## src/rtl/i2s_pkg.sv

```systemverilog
// i2s_pkg: shared mode constants and frame counter width helper for the I2S transmitter.
package i2s_pkg;
  localparam int I2S_MODE_PHILIPS = 0;
  localparam int I2S_MODE_LJ = 1;
  function automatic int cnt_width(input int slot_width);
    return $clog2(2 * slot_width);
  endfunction
endpackage

```

## src/rtl/i2s_frame_timer.sv

```systemverilog
// i2s_frame_timer: free-running frame counter with registered word select and frame-start pulse.
module i2s_frame_timer
  import i2s_pkg::*;
#(
  parameter int SLOT_WIDTH = 26,
  localparam int CW = cnt_width(SLOT_WIDTH)
) (
  input  logic          clk_i,
  input  logic          rst_i,
  output logic [CW-1:0] n_o,
  output logic [CW-1:0] k_o,
  output logic          lr_o,
  output logic          fs_o
);
  localparam logic [CW-1:0] LAST = CW'(2 * SLOT_WIDTH - 1);
  localparam logic [CW-1:0] SLOT = CW'(SLOT_WIDTH);
  logic [CW-1:0] cnt_q, cnt_d;
  logic lr_q, fs_q;
  // n_o/k_o describe the frame cycle whose outputs are registered at the coming edge
  always_comb begin
    cnt_d = (cnt_q == LAST) ? '0 : cnt_q + CW'(1);
    n_o = cnt_d;
    k_o = (cnt_d >= SLOT) ? cnt_d - SLOT : cnt_d;
  end
  always_ff @(posedge clk_i or posedge rst_i) begin
    if (rst_i) begin
      cnt_q <= LAST;
      lr_q <= 1'b0;
      fs_q <= 1'b0;
    end else begin
      cnt_q <= cnt_d;
      lr_q <= cnt_d >= SLOT;
      fs_q <= cnt_d == '0;
    end
  end
  assign lr_o = lr_q;
  assign fs_o = fs_q;
endmodule

```

## src/rtl/i2s_tx.sv

```systemverilog
// i2s_tx: I2S / left-justified stereo serialiser with a one-deep pending sample buffer.
module i2s_tx
  import i2s_pkg::*;
#(
  parameter int SAMPLE_WIDTH = 16,
  parameter int SLOT_WIDTH = 26,
  parameter int MODE = I2S_MODE_PHILIPS
) (
  input  logic                    BCLK,
  input  logic                    RESET,
  input  logic [SAMPLE_WIDTH-1:0] SAMPLE_L,
  input  logic [SAMPLE_WIDTH-1:0] SAMPLE_R,
  input  logic                    SAMPLE_VALID,
  output logic                    SAMPLE_READY,
  output logic                    DAC_LR_CLK,
  output logic                    DAC_DATA,
  output logic                    FRAME_START,
  output logic                    UNDERRUN
);
  localparam int CW = cnt_width(SLOT_WIDTH);
  localparam logic [CW-1:0] SLOT = CW'(SLOT_WIDTH);
  localparam logic [CW-1:0] OFS = CW'(MODE == I2S_MODE_LJ ? SAMPLE_WIDTH - 1 : SAMPLE_WIDTH);
  logic [CW-1:0] n, k;
  logic [SAMPLE_WIDTH-1:0] pend_l_q, pend_r_q, pend_l_d, pend_r_d;
  logic [SAMPLE_WIDTH-1:0] act_l_q, act_r_q, act_l_d, act_r_d, samp;
  logic pend_full_q, pend_full_d, primed_q, primed_d, data_q, data_d, under_q, under_d;
  logic fs_edge, accept, take;
  i2s_frame_timer #(.SLOT_WIDTH(SLOT_WIDTH)) u_timer (
    .clk_i(BCLK),
    .rst_i(RESET),
    .n_o  (n),
    .k_o  (k),
    .lr_o (DAC_LR_CLK),
    .fs_o (FRAME_START)
  );
  // bit select uses the next active pair so a fresh left MSB can go out at n=0
  always_comb begin
    fs_edge = n == '0;
    accept = SAMPLE_VALID & ~pend_full_q;
    take = fs_edge & pend_full_q;
    pend_l_d = accept ? SAMPLE_L : pend_l_q;
    pend_r_d = accept ? SAMPLE_R : pend_r_q;
    pend_full_d = accept | (pend_full_q & ~take);
    act_l_d = take ? pend_l_q : act_l_q;
    act_r_d = take ? pend_r_q : act_r_q;
    primed_d = primed_q | take;
    under_d = fs_edge & ~pend_full_q & primed_q;
    samp = (n >= SLOT) ? act_r_d : act_l_d;
    data_d = (k <= OFS) && (MODE == I2S_MODE_LJ || k != '0)
             && |(samp & (SAMPLE_WIDTH'(1) << (OFS - k)));
  end
  always_ff @(posedge BCLK or posedge RESET) begin
    if (RESET) begin
      pend_l_q <= '0;
      pend_r_q <= '0;
      act_l_q <= '0;
      act_r_q <= '0;
      pend_full_q <= 1'b0;
      primed_q <= 1'b0;
      data_q <= 1'b0;
      under_q <= 1'b0;
    end else begin
      pend_l_q <= pend_l_d;
      pend_r_q <= pend_r_d;
      act_l_q <= act_l_d;
      act_r_q <= act_r_d;
      pend_full_q <= pend_full_d;
      primed_q <= primed_d;
      data_q <= data_d;
      under_q <= under_d;
    end
  end
  assign SAMPLE_READY = ~pend_full_q;
  assign DAC_DATA = data_q;
  assign UNDERRUN = under_q;
endmodule
```

## config.mk

```make
export PLATFORM = sky130hd
export DESIGN_NAME = i2s_tx
export DESIGN_NICKNAME = d
export VERILOG_FILES = /design/src/rtl/i2s_pkg.sv /design/src/rtl/i2s_frame_timer.sv /design/src/rtl/i2s_tx.sv
export SDC_FILE = /design/constraint.sdc
export NUM_CORES = 1
export LEC_CHECK = 0
export BUFFER_PORTS_ARGS = -buffer_cell sky130_fd_sc_hd__buf_2
export CELL_PAD_IN_SITES_DETAIL_PLACEMENT = 1
export CELL_PAD_IN_SITES_GLOBAL_PLACEMENT = 1
export CORE_ASPECT_RATIO = 1.75
export CORE_MARGIN = 5
export CORE_UTILIZATION = 46
export CTS_CLUSTER_SIZE = 30
export DETAILED_ROUTE_END_ITERATION = 12
export GPL_TIMING_DRIVEN = 0
export PLACE_DENSITY = 0.77
export SETUP_SLACK_MARGIN = 0.4
export SLEW_MARGIN = 25
export SYNTH_ARGS = -nofsm -noshare
export SYNTH_HDL_FRONTEND = slang
export SYNTH_HIERARCHICAL = 1
export SYNTH_SLANG_ARGS = --single-unit
export TNS_END_PERCENT = 50
```

## constraint.sdc

```tcl
create_clock -name BCLK -period 3.8 [get_ports BCLK]
set_input_delay 0.19 -clock BCLK [delete_from_list [all_inputs] [get_ports BCLK]]
set_output_delay 0.19 -clock BCLK [all_outputs]
set_load 0.005 [all_outputs]
```

## After elaboration in Yosys (flattened, before gate mapping)

Index checks and enable logic that the tools add are counted.

- Bits in registers: 76
- RAM bits: 0
- Output and inout port bits: 5
- Input bits: 35
- Bits in latches: 0
- ROM bits: 0
- Memories: 0

- $add $sub $neg: 3
- Equal/unequal tests: 1
- Shift-type cells: 1
- $lt $le $gt $ge: 2
- Reduce and logical (&&, ||, !) cells: 5
- Multiply operators: 0
- Multiplexer cells: 5
- Div/mod/pow operators: 0
- Bitwise logic cells: 10

Operator list:

| kind | number |
|---|---|
| $mux 16 | 3 |
| $and 16x16->16 | 1 |
| $reduce_or 16->1 | 1 |
| $shl 1x6->16 const A | 1 |
| $mux 6 | 2 |
| $add 6x1->6 const B | 1 |
| $eq 6x6->1 const B | 1 |
| $ge 6x5->1 const B | 1 |
| $le 6x5->1 const B | 1 |
| $logic_not 6->1 | 1 |
| $reduce_bool 6->1 | 1 |
| $sub 5x6->6 const A | 1 |
| $sub 6x5->6 const B | 1 |
| $and 1x1->1 | 5 |
| $logic_and 1x1->1 | 2 |
| $not 1->1 | 2 |
| $or 1x1->1 | 2 |

## Longest topological paths before layout

- Word-level depth: 9
- Mapped depth: 14

## Cells and area by module

The synthesis kept the hierarchy.

By module, submodules not included:

| module | cells an instance | area each (um2) | times used | seq. area each (um2) |
|---|---|---|---|---|
| i2s_tx | 331 | 3359.5 | 1 | 1701.6 |
| i2s_frame_timer | 57 | 586.8 | 1 | 205.2 |

## Least setup slack after synthesis

No wires, ideal clock.

- Path type: flip-flop to flip-flop
- From: reg u_timer.cnt_q[0]
- To: reg data_q (netlist: DAC_DATA)
- Cell stages (with the launch flop): 13
- Library setup time: 0.145 ns
- Buffers on the path: 1
- Path slack: 0.461 ns
- Arrival: 3.194 ns
- Period minus slack after synthesis: 3.339 ns
- Required time: 3.655 ns
- Cells stage by stage: dfstp_2 ha_1 buf_4 a31oi_1 a311o_4 or3_1 o2bb2ai_1 nor4b_1 a2111oi_4 nand4_1 o31ai_1 o41ai_1 nand4_1

- Word-level cells in the longest chain between the ends: 9
- Elaborated cells on any way between the ends: 19
- Classes of those cells: add/sub: 3; order compare: 2; eq/ne: 1; shift: 1; mux: 5; bitwise: 2; reduce/logical: 5

Ends and longest elaborated chain:

| element | line | RTL |
|---|---|---|
| start, declared | i2s_frame_timer.sv:17 | `logic [CW-1:0] cnt_q, cnt_d;` |
| start signal, assigned | i2s_frame_timer.sv:31 | `cnt_q <= cnt_d;` |
| $add 6x1->6 / $eq 6x6->1 (equally long branches) | i2s_frame_timer.sv:21 | `cnt_d = (cnt_q == LAST) ? '0 : cnt_q + CW'(1);` |
| $mux 6 (*) | i2s_frame_timer.sv:21 |  |
| $sub 6x5->6 / $ge 6x5->1 (equally long branches) | i2s_frame_timer.sv:23 | `k_o = (cnt_d >= SLOT) ? cnt_d - SLOT : cnt_d;` |
| $mux 6 (*) | i2s_frame_timer.sv:23 |  |
| via k[5] | i2s_tx.sv:23 | `logic [CW-1:0] n, k;` |
| $sub 5x6->6 | i2s_tx.sv:50 | `&& \|(samp & (SAMPLE_WIDTH'(1) << (OFS - k)));` |
| $shl 1x6->16 | i2s_tx.sv:50 |  |
| $and 16x16->16 | i2s_tx.sv:50 |  |
| $reduce_or 16->1 | i2s_tx.sv:50 |  |
| $logic_and 1x1->1 (*) | i2s_tx.sv:50 |  |
| via data_d | i2s_tx.sv:26 | `logic pend_full_q, pend_full_d, primed_q, primed_d, data_q, data_d, under_q, under_d;` |
| end signal, assigned | i2s_tx.sv:69 | `data_q <= data_d;` |
| end, declared | i2s_tx.sv:26 |  |

The timed path passes the listed nets; every way through them passes the cells marked *.
A chain may end at the register's enable or synchronous reset.

## Final worst setup path

- From: reg u_timer.cnt_q[1]
- To: reg data_q (netlist: DAC_DATA)

The elaborated chain is that of the path after synthesis.

==> results.tsv <==
stage	metric	value	unit
timing	rsz0062_at_grt	yes	
global_routing	antenna_found_initial	0	
finish	final_common_cell	nand2_1	
power_and_ir_drop	internal-power	1.47	mW
finish	nets	495	
route	wl_met1	3940	um
power_and_ir_drop	swShare	0.209	
timing	fmax	277	MHz
yosys	synth.distinct_cells	69	
finish	drive_gt1_frac	0.360	
power_and_ir_drop	clockPowerShare	0.485	
yosys	ys_ff_latch	76	
global_routing	grt_start_max_net_pins	48	
place	hpwlAfterDp	7740	um
yosys	synth_edf_count	0	
setup_path	cp_data_arrival_time	3.87	ns
power_and_ir_drop	seqPwrFrac	0.472	
timing	fin_skew	0.00572	ns
job	maxCapViolations	0	
die	die_area	0.0106	sq mm
route	vias	3175	
finish	layout_common_cells	nand2_1 (96), dfrtp_1 (72), buf_2 (41)	
place	port_buffers	39	
global_routing	track_usage	0.229	
power_and_ir_drop	switchingPower	389	uW
yosys	ys_async_sr_fraction	1.00	
finish	area_growth_syn_to_layout	26.9	%
setup_path	reg2reg_depth	14	
setup_path	critPathLaunchType	flop	
yosys	syn_avg_cell_area	10.2	sq um
worst_hold_path	hp-class	primary input to flop	
timing	slew_headroom	0.488	
yosys	syn_nets	427	
timing	tightest_slew	0.768	ns
worst_hold_path	hold_depth	3	
die	dieHeight	133	um
yosys	mappedNetlistArea	0.00395	sq mm
clock_tree	cts-root-buf	clkbuf_16	
yosys	syn_inst	388	
timing	holdWs	0.0569	ns
timing	min_period	3.61	ns
die	die_w	80.0	um
route	drcViolationCount	0	
clock_tree	clock_path_buffers	2	
global_routing	grt_pass1_wl	18300	um
yosys	synthFlopType	dfrtp_1	
die	rows	44	
power_and_ir_drop	power.density	372	mW/mm^2
timing	fin_setup_tns	0	ns
setup_path	critPathRequiredTime	4.06	ns
finish	final_util	0.599	
clock_tree	worstSkewPairLatency	0.34	ns
timing	finalHoldViolCount	0	
power_and_ir_drop	ir_drop	325	uV
timing	finalSetupViolations	0	
timing	finalCritPeriodShare	0.949	
clock_tree	cts_made_buffers	9	
finish	antenna_cells	0	
route	first_pass_iters	4	
setup_path	cp-end-kind	flop	
power_and_ir_drop	power_frac_comb	0.042	
outcome	status	completed	
yosys	ys_warn_count	6	
setup_path	critPathKind	flop to flop	
yosys	seq_area_frac_synth	0.483	
clock_tree	cts_tree	built	
route	route.met3.wl	312	um
route	wl_met2	6470	um
route	drtIter0Drc	155	
route	viasPerCell	5.51	
setup_path	cp_max_fo	8	
die	coreArea	0.00837	sq mm
route	drtAntennaViolNets	0	
clock_tree	clk_pin_slew_worst_paths	0.06	ns
die	start_util	0.472	
power_and_ir_drop	p_leak	2.33	nW
global_routing	grt_overflow	0	
global_routing	grt_pass1_vias	3603	
route	wl_per_cell	19.5	um
place	routabilityCongestion	0.834	
timing	slew_viol_final	0	
clock_tree	cts.sinks	76	
clock_tree	h-tree-depth	3	
route	top_layer	met4	
route	routed_wl	11200	um
finish	fillCellCount	917	
die	io_pins	40	
-- registers in the layout, indices dropped and copies added (netlist names) --
signal	count
act_l_q	16
act_r_q	16
pend_l_q	16
pend_r_q	16
u_timer/cnt_q	6
DAC_DATA	1
UNDERRUN	1
pend_full_q	1
primed_q	1
u_timer/fs_o	1
u_timer/lr_o	1
-- kinds of logic (layout without fill, tap and decap cells) --
family	Yosys count	count (layout)	share of synthesized area
AO/OA/AOI/OAI	62	62	0.132
adder cells (fa/ha/maj)	4	4	0.0127
AND/OR/NAND/NOR	163	163	0.198
XOR/XNOR	4	4	0.0108
multiplexers	40	40	0.113
buffers and inverters	39	112	0.0510
flip-flops	76	76	0.483
-- path summary, 6_finish.rpt --
| path | slack, ns | start | to |
|---|---|---|---|
| max | 0.19 | u_timer/cnt_q[1] | DAC_DATA |
| min | 0.06 | SAMPLE_L[4] | pend_l_q[4] |
| max reg2reg | 0.19 | u_timer/cnt_q[1] | DAC_DATA |
| min reg2reg | 0.47 | act_l_q[15] | act_l_q[15] |
| max in group asynchronous | 2.91 | RESET | act_l_q[9] |
| min in group asynchronous | 0.36 | RESET | pend_l_q[4] |
-- worst max-delay path, stage by stage, from the launching register on --
cell	delay [ns]
dfstp_2	0.61
ha_4	0.16
buf_6	0.14
a31oi_1	0.10
a311o_4	0.38
o32ai_4	0.37
a21bo_2	0.23
inv_1	0.07
ha_4	0.18
or2_2	0.30
o21ai_0	0.23
a32oi_2	0.12
nor4_1	0.40
o41ai_2	0.13
nand4_1	0.13
-- synth_stat cells, drive strengths merged, types with 2 or more instances --
cell | count | area, sq um
a211oi | 10 | 85.1
a21oi | 5 | 25.0
a31oi | 5 | 31.3
a41o | 2 | 20.0
and3 | 2 | 12.5
and4 | 3 | 28.8
buf | 12 | 100
clkbuf | 10 | 37.5
dfrtp | 72 | 1800
dfstp | 4 | 105
ha | 4 | 50.1
inv | 17 | 63.8
mux2 | 32 | 364
mux2i | 8 | 80.1
nand2 | 98 | 370
nand2b | 2 | 12.5
nand3 | 7 | 52.6
nand3b | 2 | 15.0
nand4 | 3 | 18.8
nor2 | 19 | 71.3
nor2b | 5 | 31.3
nor3 | 5 | 25.0
nor3b | 7 | 52.6
nor4 | 2 | 27.5
o211ai | 4 | 30.0
o21ai | 11 | 55.1
o21bai | 2 | 15.0
o22a | 2 | 17.5
o32ai | 2 | 36.3
o41ai | 4 | 42.6
or2 | 2 | 12.5
or3 | 2 | 17.5
xnor2 | 3 | 33.8
-- metal layers --
| layer | global-route usage | up-vias |
|---|---|---|
| met5 | 0 | - |
| met4 | 0.125 | 0 |
| met3 | 0.0490 | 34 |
| met2 | 0.429 | 67 |
| met1 | 0.224 | 1581 |
| li1 | - | 1493 |
-- power groups by stage --
stage / registers (mW) / clock network (mW) / logic (mW)
after floorplan: 0.881 / 0 / 0.0484
after detailed placement: 0.893 / 0 / 0.0806
final: 0.879 / 0.904 / 0.0789
after global routing: 0.884 / 0.950 / 0.0903
after CTS: 0.880 / 0.914 / 0.0821
after global placement: 0.891 / 0 / 0.0716
-- final cells by class --
type	instances	area (sq um)	share of cell area
well taps	115	144	0.0287
inverters	17	66.3	0.0132
clock buffers	13	280	0.0559
repair buffers	57	360	0.0719
flip-flops and latches	76	1910	0.381
multi-input cells	273	2070	0.413
clock inverters	3	42.5	0.00849
plain buffers	22	143	0.0285
-- what timing repair did --
action | in CTS | in global routing
setup buffers | 9 | 7
hold buffers | 1 | 0
resized for setup | 25 | 19
pin swaps | 14 | 8
endpoints found under the setup margin | 1 | 31
hold endpoints to repair | 25 | 0
-- through the flow --
stage / power [mW] / instances / setup slack [ns] / instance area, sq um
after floorplan: 0.929 / 388 / 0.461 / 3950
after global placement: 0.962 / 542 / -0.255 / 4290
after detailed placement: 0.974 / 543 / -0.273 / 4320
after CTS: 1.88 / 569 / 0.264 / 4840
after global routing: 1.92 / 576 / 0.146 / 5010
final: 1.86 / 576 / 0.192 / 5010
(Power assumes the default switching activity.)
